===== src/rtl/alu_seq.sv =====
// ---------------------------------------------------------------------------
// alu_seq : registered, parametrised ALU with persistent carry/zero flags,
//           a valid/ready input handshake and an iterative shift-add
//           unsigned multiplier.
//
// Ports
//   clk        rising-edge clock for all state
//   rst_n      synchronous active-low reset
//   in_valid   operation request
//   in_ready   operation can be accepted this cycle (IDLE and not in reset)
//   a, b       WIDTH-bit operands
//   op         4-bit opcode
//   y          registered result
//   c_flag     registered carry / borrow flag
//   z_flag     registered zero flag
//   out_valid  one-cycle pulse when y/flags were updated by a completed op
//   busy       multiply in progress
// ---------------------------------------------------------------------------
module alu_seq #(
    parameter int WIDTH = 4
) (
    input  logic             clk,
    input  logic             rst_n,
    input  logic             in_valid,
    output logic             in_ready,
    input  logic [WIDTH-1:0] a,
    input  logic [WIDTH-1:0] b,
    input  logic [3:0]       op,
    output logic [WIDTH-1:0] y,
    output logic             c_flag,
    output logic             z_flag,
    output logic             out_valid,
    output logic             busy
);

    localparam logic [3:0] OP_PASSA = 4'd0;
    localparam logic [3:0] OP_CMP   = 4'd1;
    localparam logic [3:0] OP_PASSB = 4'd2;
    localparam logic [3:0] OP_ADD   = 4'd3;
    localparam logic [3:0] OP_NAND  = 4'd4;
    localparam logic [3:0] OP_ADC   = 4'd5;
    localparam logic [3:0] OP_SUB   = 4'd6;
    localparam logic [3:0] OP_XOR   = 4'd7;
    localparam logic [3:0] OP_SHL   = 4'd8;
    localparam logic [3:0] OP_SHR   = 4'd9;
    localparam logic [3:0] OP_MUL   = 4'd10;

    localparam logic [4:0] LAST_STEP = 5'(WIDTH - 1);

    typedef enum logic [0:0] {
        ST_IDLE = 1'b0,
        ST_MUL  = 1'b1
    } state_t;

    state_t                 state_r;
    logic [2*WIDTH-1:0]     mcand_r;
    logic [2*WIDTH-1:0]     acc_r;
    logic [2*WIDTH-1:0]     acc_next_s;
    logic [WIDTH-1:0]       mplier_r;
    logic [4:0]             cnt_r;

    logic [WIDTH:0]         sum_s;
    logic [WIDTH:0]         diff_s;
    logic [WIDTH-1:0]       res_s;
    logic                   carry_s;
    logic                   zero_s;
    logic                   wr_y_s;
    logic                   accept_s;

    // Handshake: ready only while idle and out of reset.
    assign in_ready = rst_n & (state_r == ST_IDLE);
    assign accept_s = in_valid & in_ready;

    // Single-cycle datapath evaluated from the live inputs and current c_flag,
    // so the values latched at the accepting edge are the captured ones.
    always_comb begin
        sum_s   = {1'b0, a} + {1'b0, b}
                + {{WIDTH{1'b0}}, ((op == OP_ADC) ? c_flag : 1'b0)};
        diff_s  = {1'b0, a} - {1'b0, b};
        res_s   = '0;
        carry_s = 1'b0;
        wr_y_s  = 1'b1;
        case (op)
            OP_PASSA: res_s = a;
            OP_CMP: begin
                // Difference drives the flags only; y keeps its old value.
                res_s   = diff_s[WIDTH-1:0];
                carry_s = diff_s[WIDTH];
                wr_y_s  = 1'b0;
            end
            OP_PASSB: res_s = b;
            OP_ADD, OP_ADC: begin
                res_s   = sum_s[WIDTH-1:0];
                carry_s = sum_s[WIDTH];
            end
            OP_NAND: res_s = ~(a & b);
            OP_SUB: begin
                res_s   = diff_s[WIDTH-1:0];
                carry_s = diff_s[WIDTH];
            end
            OP_XOR: res_s = a ^ b;
            OP_SHL: begin
                res_s   = {a[WIDTH-2:0], 1'b0};
                carry_s = a[WIDTH-1];
            end
            OP_SHR: begin
                res_s   = {1'b0, a[WIDTH-1:1]};
                carry_s = a[0];
            end
            default: begin
                res_s   = '0;
                carry_s = 1'b0;
            end
        endcase
        // For CMP the difference is zero exactly when a == b, so one rule fits all.
        zero_s = (res_s == '0);
    end

    // One shift-add step: add the shifted multiplicand when the multiplier LSB is set.
    always_comb begin
        if (mplier_r[0]) begin
            acc_next_s = acc_r + mcand_r;
        end else begin
            acc_next_s = acc_r;
        end
    end

    // Control FSM, multiplier registers and registered outputs.
    always_ff @(posedge clk) begin
        if (!rst_n) begin
            state_r   <= ST_IDLE;
            y         <= '0;
            c_flag    <= 1'b0;
            z_flag    <= 1'b0;
            out_valid <= 1'b0;
            busy      <= 1'b0;
            mcand_r   <= '0;
            acc_r     <= '0;
            mplier_r  <= '0;
            cnt_r     <= 5'd0;
        end else begin
            out_valid <= 1'b0;
            case (state_r)
                ST_IDLE: begin
                    if (accept_s) begin
                        if (op == OP_MUL) begin
                            state_r  <= ST_MUL;
                            busy     <= 1'b1;
                            acc_r    <= '0;
                            mcand_r  <= {{WIDTH{1'b0}}, a};
                            mplier_r <= b;
                            cnt_r    <= 5'd0;
                        end else begin
                            if (wr_y_s) begin
                                y <= res_s;
                            end
                            c_flag    <= carry_s;
                            z_flag    <= zero_s;
                            out_valid <= 1'b1;
                        end
                    end
                end
                ST_MUL: begin
                    acc_r    <= acc_next_s;
                    mcand_r  <= mcand_r << 1;
                    mplier_r <= mplier_r >> 1;
                    cnt_r    <= cnt_r + 5'd1;
                    // Last multiplier bit: acc_next_s holds the full product.
                    if (cnt_r == LAST_STEP) begin
                        y         <= acc_next_s[WIDTH-1:0];
                        c_flag    <= |acc_next_s[2*WIDTH-1:WIDTH];
                        z_flag    <= (acc_next_s[WIDTH-1:0] == '0);
                        out_valid <= 1'b1;
                        busy      <= 1'b0;
                        state_r   <= ST_IDLE;
                    end
                end
                default: begin
                    state_r <= ST_IDLE;
                    busy    <= 1'b0;
                end
            endcase
        end
    end

endmodule


===== config.mk =====
export PLATFORM = sky130hd
export DESIGN_NAME = alu_seq
export DESIGN_NICKNAME = d
export VERILOG_FILES = /design/src/rtl/alu_seq.sv
export SDC_FILE = /design/constraint.sdc
export NUM_CORES = 1
export LEC_CHECK = 0
export CAP_MARGIN = 0
export CELL_PAD_IN_SITES_DETAIL_PLACEMENT = 1
export CELL_PAD_IN_SITES_GLOBAL_PLACEMENT = 1
export CORE_UTILIZATION = 25
export DETAILED_ROUTE_END_ITERATION = 12
export PLACE_DENSITY = 0.58
export RECOVER_POWER = 50
export SLEW_MARGIN = 15
export SYNTH_ARGS = -nofsm -noshare
export SYNTH_HDL_FRONTEND = slang
export SYNTH_SLANG_ARGS = --single-unit
export TNS_END_PERCENT = 20

===== constraint.sdc =====
create_clock -name clk -period 4.5 [get_ports clk]
set_input_delay 1.35 -clock clk [delete_from_list [all_inputs] [get_ports clk]]
set_output_delay 1.35 -clock clk [all_outputs]
set_load 0.1 [all_outputs]

After elaboration in Yosys (flattened, before gate mapping)
Index checks and enable logic that the tools add are counted. Widths: inputs -> output; s select.

Order comparisons: 0. Reductions and logical operators: 10. Shift-type cells: 0. Bitwise logic cells: 6. Divide/modulo/power cells: 0. Multiplexer cells: 41. Equality and inequality tests: 16. Add/sub/neg operators: 5. Multipliers: 0.

Operators by type and width (count): $mux 8 (5); $pmux 4 s8 (1); $pmux 8 s2 (2); $mux 4 (6); $eq 4x3->1 const B (4); $mux 1 (16); $pmux 4 s2 (2); $eq 4x4->1 const B (3); $logic_not 4->1 (3); $mux 5 (2); $pmux 1 s2 (5); $pmux 5 s2 (1); $add 8x8->8 (1); $eq 4x2->1 const B (2); $ne 2x2->1 const B (3); $reduce_and 3->1 (2); $add 4x4->5 (1); $add 5x1->5 (1); $add 5x1->5 const B (1); $eq 5x2->1 const B (1); $sub 4x4->5 (1); $and 4x4->4 (1); $eq 4x1->1 const B (1); $ne 2x1->1 const B (2); 9 further kinds (11).

Input port bits: 15. Memories kept: 0. Latch bits: 0. Output and inout bits: 9. ROM bits: 0. Bits in registers: 34. Memory bits (writable): 0.

Longest topological paths before layout
Gate-level depths: netlist of the first run.

Word-level depth: 8. Gate-level depth with buffers: 13. Mapped depth without buffers: 11.

Least setup slack after synthesis of the first run
No wires, ideal clock.

Path type: input to output. From: in rst_n. To: out in_ready. Slack: -0.019 ns. Arrival: 3.169 ns. Cell stages on the path: 4. Cells stage by stage: clkbuf_1 -> inv_2 -> buf_1 -> nor2_1.

Longest elaborated chain between the ends: 1.

RTL lines: start: declaration (line 23) `input logic rst_n,`; $and 1x1->1 (line 71) `assign in_ready = rst_n & (state_r == ST_IDLE);`; end: declaration (line 25) `output logic in_ready,`.

Every way passes these cells.

Final worst setup path of the first run
From: in op[2]. To: reg acc_r[6].

Longest elaborated chain between the ends: 3.

RTL lines: start: declaration (line 28) `input logic [3:0] op,`; $eq 4x4->1 (line 146) `if (op == OP_MUL) begin`; $ne 2x1->1 (no line); $reduce_and 2->1 (no line); end signal: assignment (line 164) `acc_r <= acc_next_s;`; end: declaration (line 57) `logic [2*WIDTH-1:0] acc_r;`.

Every way passes these cells. A chain may end at the register's enable or synchronous reset.

==> impl_results.md, run 1 <==
- Critical Path Source Type: primary input
- CTS Hold Buffers Added: 0
- Worst vdd ir: approximately 0.13 mV
- Total track usage: 15.7%
- CTS max path bufs: 2
- WP data required: 4.67 ns
- Max FO, Critical Path: 11
- Final min period: 3.81 ns
- Vias in the first global route: 2,371
- H-tree depth: 2
- Layout Nets: 365
- Setup violations, final: 0
- Post-CTS setup buffer count: 0
- CTS sink count: 34
- CP peak stage delay: 0.61 ns
- Type of the worst min-delay path: reg2reg
- Asr flop ratio synth: 0%
- Number of buffers created by CTS: 5
- Clk_skew: 0.00424 ns
- Diodes inserted: 0
- Sequential fraction of the synthesis area: 27.6%
- Worst-path cell chain: dlygate4sd3_1 -> clkbuf_1 -> nor2_1 -> nand3_1 -> nor2_1 -> nor2_1 -> a22oi_1 -> nor2_1
- Post-synth EDFFs: 0
- Largest net degree at the start of global routing: 28
- Wirelength per Cell: 16.3 um
- Overall die height: 101 um
- Maxcap violations: 0
- Crit path DAT: 3.98 ns
- Worst-path clk slew: ~0.07 ns
- Initial antenna violation count: 0
- CP Class: in2reg
- Crit path max-delay family: simple AND/OR/NAND/NOR gates
- CP max-delay cell: nor2_1
- Port bufs: 23
- Slew @ Worst Pin: 1.12 ns
- Top_reg_cell synth: dfxtp_1
- First drt pass iteration count: 4
- Die width: 101 um
- Final Non-Filler Cells: 460
- Setup_tns: 0 ns
- CP most frequent cell: nor2_1
- Slew headroom: 25.7%
- Synth top area share: around 28%
- Routed vias: 2,349
- DP HPWL: between 5000 and 6000 um
- Number of placement rows: 35
- Final period util: 84.8%
- Leading area contributor after synthesis: dfxtp_1
- Vias per inst: slightly above 5
- Die area: slightly above 10,000 um2
- DRC Markers: 0
- Post-synthesis sequential element count: 34
- Lkg Pwr: 1.19 nW
- Total gr overflow: 0
- Final weighted congestion in routability-driven placement: 0.868
- Synthesized instance count: a little over 300
- Final core occ: just over 30%
- Worst path buffer plus inverter count: 2
- First-pass GRT wire length: about 13,000 um
- Crit. End Element: flip-flop
- Post-detailed-route count of antenna-violating nets: 0
- CTS tree: done
- Synth warn: 0
- Cell Area, Synth: 2470 um2
- Clock root buffer: clkbuf_8
- Status: finished clean
- I/O pin total: 24
- Total wire length: 7520 um
- Clock Latency Late Sink: 0.29 ns
- Max-slew violations: 0
- Share of layout cells above drive strength 1: 7.85%
- Iter 0 DRT Violations: 113
- Synthesized Nets: 345
- PwrDens: approximately 240 nW/um2
- P&R area growth vs syn: 18.6%
- Top post-synthesis cells by area: dfxtp_1, ha_1, a21oi_1, nand2_1, mux2i_1
- Synth top cells by count: a21oi_1, dfxtp_1, nand2_1
- Hold Fails Final Rpt: 0
- CORE AREA: between 9000 and 10,000 um2
- Post-Place Cells: about 450
- Post-CTS Resized: 0
- Initial core utilization: 26.2%
- Post-synth cell types: 60
- Post-Syn Area per Cell: 7.96 um2
- Fmax: between 200 and 300 MHz
- RSZ-0062 raised after global routing: no
==> tightest hold or removal path, stage by stage, from the launching register on <==
cell and delay (ns):
dfxtp_1 0.31, nand2_1 0.05, a21oi_1 0.05
==> where the power goes <==
group / total (mW) / internal (mW) / switching, mW
Combinational: 0.156 / 0.0543 / 0.101
Sequential: 0.310 / 0.305 / 0.00463
Clock: 0.240 / 0.124 / 0.116
==> registers in the layout, indices dropped and copies added (netlist names) <==
signal     cells
c_flag         1
out_valid      1
mplier_r       4
cnt_r          5
mcand_r        8
acc_r          8
z_flag         1
y              4
state_r        1
busy           1
==> metal layers <==
| layer | vias up | global-route usage, % | routed length [um] |
|---|---|---|---|
| met2 | 31 | 25.2 | 3480 |
| met4 | 0 | 3.68 | 83 |
| met1 | 1141 | 22.2 | 3820 |
| li1 | 1168 | - | - |
| met3 | 9 | 2.21 | 139 |
| met5 | - | 0 | 0 |
==> layout by cell type, fill, tap and decap left out, types with 2 or more instances in the layout <==
cell type        synthesis  layout
mux2i_1                 10      10
inv_1                   14      14
a311oi_1                 4       4
clkbuf_1                 8       2
nor2b_1                  3       3
a31oi_1                  8       9
o21ai_1                  3       3
a211oi_1                 2       2
nor2_2                   2       2
o211ai_1                 4       4
nand2b_1                 6       6
clkbuf_8                 0       6
a211o_1                  2       2
nand2_1                 28      28
nand4b_1                 2       2
dlygate4sd3_1            0       9
and3_1                  10      10
a21o_1                   4       4
nand4_1                  3       3
o21ai_0                  7       7
inv_2                    3       3
a21oi_1                 34      34
mux2_2                   4       4
and2_1                   3       3
nor2_1                  24      24
a22oi_1                  8       8
fa_1                     4       4
ha_1                    16      16
nand3_1                 11      11
buf_4                    3       7
xnor2_1                  4       4
nor4_1                   4       4
clkdlybuf4s50_1          0      13
dfxtp_1                 34      34
xor2_1                   3       3
nor3_1                   2       2
==> logic make-up (layout without fill, tap and decap cells) <==
| logic type | Yosys count | count (layout) | share of synthesized area, % |
|---|---|---|---|
| and+or+nand+nor | 106 | 106 | 21.9 |
| AOI/OAI and AO/OA | 92 | 92 | 24.2 |
| buffers and inverters | 36 | 57 | 6.14 |
| DFF | 34 | 34 | 27.6 |
| adders and majority gates | 20 | 20 | 11.4 |
| muxes | 15 | 15 | 6.34 |
| xor gates and xnor gates | 7 | 7 | 2.48 |
==> per-stage QoR <==
step / instance area [um2] / power, mW / hold slack (ns) / worst slack, ns
global placement: 2850 / 0.476 / 0.446 / 0.610
floorplan: 2470 / 0.420 / 0.437 / 0.440
CTS: 2940 / 0.717 / 0.462 / 0.842
detailed placement: 2850 / 0.475 / 0.452 / 0.543
finish: 2930 / 0.706 / 0.461 / 0.685
global route: 2930 / 0.743 / 0.491 / 0.473
==> worst paths after layout <==
kind,start,endpoint,slack (ns),cells after the start
max,op[2],acc_r[6]$_SDFFE_PN0P_,0.69,8
min,mplier_r[1]$_SDFFE_PN0P_,mplier_r[1]$_SDFFE_PN0P_,0.46,2
max reg2reg,state_r$_SDFF_PN0_,acc_r[5]$_SDFFE_PN0P_,1.82,6
min reg2reg,mplier_r[1]$_SDFFE_PN0P_,mplier_r[1]$_SDFFE_PN0P_,0.46,2
==> final cells by class <==
type | count | area [um2]
Timing Repair Buffer | 31 | 297
Inverter | 18 | 67.6
Sequential cell | 34 | 681
Multi-Input combinational cell | 240 | 1630
Clock inverter | 1 | 5.00
Fill cell | 1135 | 6490
Tap cell | 129 | 161
Clock buffer | 7 | 86.3
Power figures use the tool's default switching activity.
==> run 2: changes to the inputs <==
PLACE_DENSITY = 0.6   (was 0.58)
clock period = 3.5 ns   (was 4.5 ns; I/O delays follow)
==> impl_results.md, run 2 (synthesis results as in run 1) <==
- Number of placement rows: 35 (unchanged)
- CTS tree: done
- Maxcap violations: 0 (unchanged)
- Lkg Pwr: 1.20 nW (+1.5%)
- Storage cell area: 681 um2 (unchanged)
- Worst path buffer plus inverter count: 1 (-1)
- Crit path DAT: 3.56 ns (-0.42 ns)
- Commonest non-fill, non-tap cells in the layout: a21oi_1, dfxtp_1, nand2_1
- Share of layout cells above drive strength 1: 11.6% (+3.8 points)
- Iter 0 DRT Violations: 71 (-37%)
- Overall die height: 101 um (unchanged)
- Largest net degree at the start of global routing: 28 (unchanged)
- Max FO, Critical Path: 2 (-9)
- Top flop regs: acc_r: 8 flops, mcand_r: 8 flops, cnt_r: 5 flops
- Worst vdd ir: 0.116 mV (-12%)
- Fmax: 301 MHz
- Sw frac: 32.9% (+1.4 points)
- Die width: 101 um (unchanged)
- Crit. End Element: flip-flop
- Status: finished clean
- Post-CTS setup buffer count: 0 (unchanged)
- Clock root buffer: clkbuf_8
- Setup violations, final: 0 (unchanged)
- Number of buffers created by CTS: 5 (unchanged)
- Clk_skew: 0.00964 ns (+0.00540 ns)
- Total track usage: 16.3% (+0.61 points)
- CP most frequent cell: fa_1
- CORE AREA: 9420 um2 (unchanged)
- Sw power: 299 uW (+35%)
- RSZ-0062 raised after global routing: no
- DP HPWL: 5730 um (+3.3%)
- Worst-path clk slew: 0.08 ns (about the same)
- Type of the worst min-delay path: reg2reg
- CP Class: in2reg
- Crit path max-delay family: adder cells
- Final weighted congestion in routability-driven placement: 0.843 (-2.9%)
- Die area: 10,300 um2 (unchanged)
- Seq pwr share: 43.8% (about the same)
- Diodes inserted: 0 (unchanged)
- Final period util: approximately 95%
- Total gr overflow: 0 (unchanged)
- Vias in the first global route: 2,468 (+4.1%)
- I/O pin total: 24 (unchanged)
- Fillers: 1,159 (+2.1%)
- Hold Fails Final Rpt: 0 (unchanged)
- Slew @ Worst Pin: 1.17 ns (+0.0503 ns)
- Setup WS post-layout: 0.183 ns (-0.503 ns)
- CTS Hold Buffers Added: 0 (unchanged)
- Part of the power in the clock network: 33.1% (-0.9 points)
- Total wire length: 7590 um (+0.94%)
- Tot Pwr: 909 uW (+29%)
- Port bufs: 23 (unchanged)
- First drt pass iteration count: 4 (unchanged)
- Worst slack, placed: -0.124 ns (-0.667 ns)
- Pint: 610 uW (+26%)
- Wirelength per Cell: 16.0 um (-1.8%)
- CP max-delay cell: fa_1
- Initial antenna violation count: 0 (unchanged)
- CTS max path bufs: 2 (unchanged)
- Routed vias: 2,397 (+2.0%)
- Layout Nets: 378 (+3.6%)
- Slew headroom: 22.6% (-3.0 points)
- Multi-input logic area: 1640 um2 (+0.38%)
- PwrDens: 305 nW/um2 (+27%)
- Critical Path Source Type: primary input
- Logic gate share of total power: 23.1% (+1.0 points)
- P&R area growth vs syn: 20.6%
- Initial core utilization: 26.2% (unchanged)
- Max-slew violations: 0 (unchanged)
- Post-CTS Resized: 0 (unchanged)
- Final min period: between 3 and 4 ns
- CP peak stage delay: 0.44 ns (-0.17 ns)
- First-pass GRT wire length: 12,900 um (+3.2%)
- Post-detailed-route count of antenna-violating nets: 0 (unchanged)
- DRC Markers: 0 (unchanged)
- CTS sink count: 34 (unchanged)
- Worst-path cell chain: clkdlybuf4s50_1 -> nor2b_1 -> nand3_1 -> nor2_1 -> fa_1 -> fa_1 -> a22oi_1 -> a21oi_1 -> o32a_1 -> nor4_1 -> a32o_1
- WP data required: 3.74 ns (-0.93 ns)
- H-tree depth: 2 (unchanged)
- Vias per inst: 5.07 (-0.76%)
- Clock Latency Late Sink: 0.30 ns (about the same)
-- run 2: cell types whose count changed in the layout (fill, tap and decap cells not counted), sizes merged --
cell,delta
clkbuf,+7
dlygate4sd3,-9
clkdlybuf4s50,+1
buf,+13
clkinv,+1
-- run 2: area by class of cell --
type / count / share of cell area (%)
multi-input cells: 240 / 55.0
repair buffers: 44 / 11.6
clock buffers: 6 / 2.44
flip-flops and latches: 34 / 22.9
well taps: 129 / 5.42
clock inverters: 2 / 0.463
inverters: 18 / 2.27
-- run 2: power by group through the flow --
stage               registers, mW  logic, mW  clock network, mW
CTS                         0.398      0.216              0.312
floorplan                   0.440     0.0999                  0
detailed placement          0.407      0.215                  0
finish                      0.398      0.210              0.301
global route                0.399      0.228              0.333
global placement            0.407      0.213                  0
-- run 2: per-stage QoR --
step | TNS [ns] | hold slack, ns | instance area (um2) | std cells | util (%)
3_3_place_gp | -0.0914 | 0.445 | 2930 | 465 | 31.1
6_report | 0 | 0.465 | 2980 | 473 | 31.6
4_1_cts | 0 | 0.472 | 3010 | 473 | 32.0
3_5_place_dp | -0.126 | 0.455 | 2930 | 465 | 31.1
5_1_grt | 0 | 0.487 | 2980 | 473 | 31.6
2_1_floorplan | 0 | 0.437 | 2470 | 310 | -
-- run 2: worst paths after layout --
| check | startpoint | slack, ns | end | depth (start not counted) |
|---|---|---|---|---|
| max | op[0] | 0.18 | z_flag$_SDFFE_PN0P_ | 11 |
| min | y[0]$_SDFFE_PN0P_ | 0.47 | y[0]$_SDFFE_PN0P_ | 2 |
| max reg2reg | mcand_r[0]$_SDFFE_PN0P_ | 1.07 | c_flag$_SDFFE_PN0P_ | 8 |
| min reg2reg | y[0]$_SDFFE_PN0P_ | 0.47 | y[0]$_SDFFE_PN0P_ | 2 |
-- run 2: routing by layer --
layer | wire length (um) | track usage [%] | up-vias | share of wire (%)
met5 | 0 | 0 | - | 0
met4 | 45 | 3.34 | 0 | 0.59
met3 | 264 | 3.66 | 6 | 3.5
met2 | 3530 | 26.4 | 42 | 46
met1 | 3750 | 22.3 | 1160 | 49
li1 | - | - | 1189 | -
-- run 2: tightest hold or removal path: stages, from the launching register on --
cell and delay (ns):
dfxtp_1 0.32, nand2_1 0.05, a21oi_1 0.05
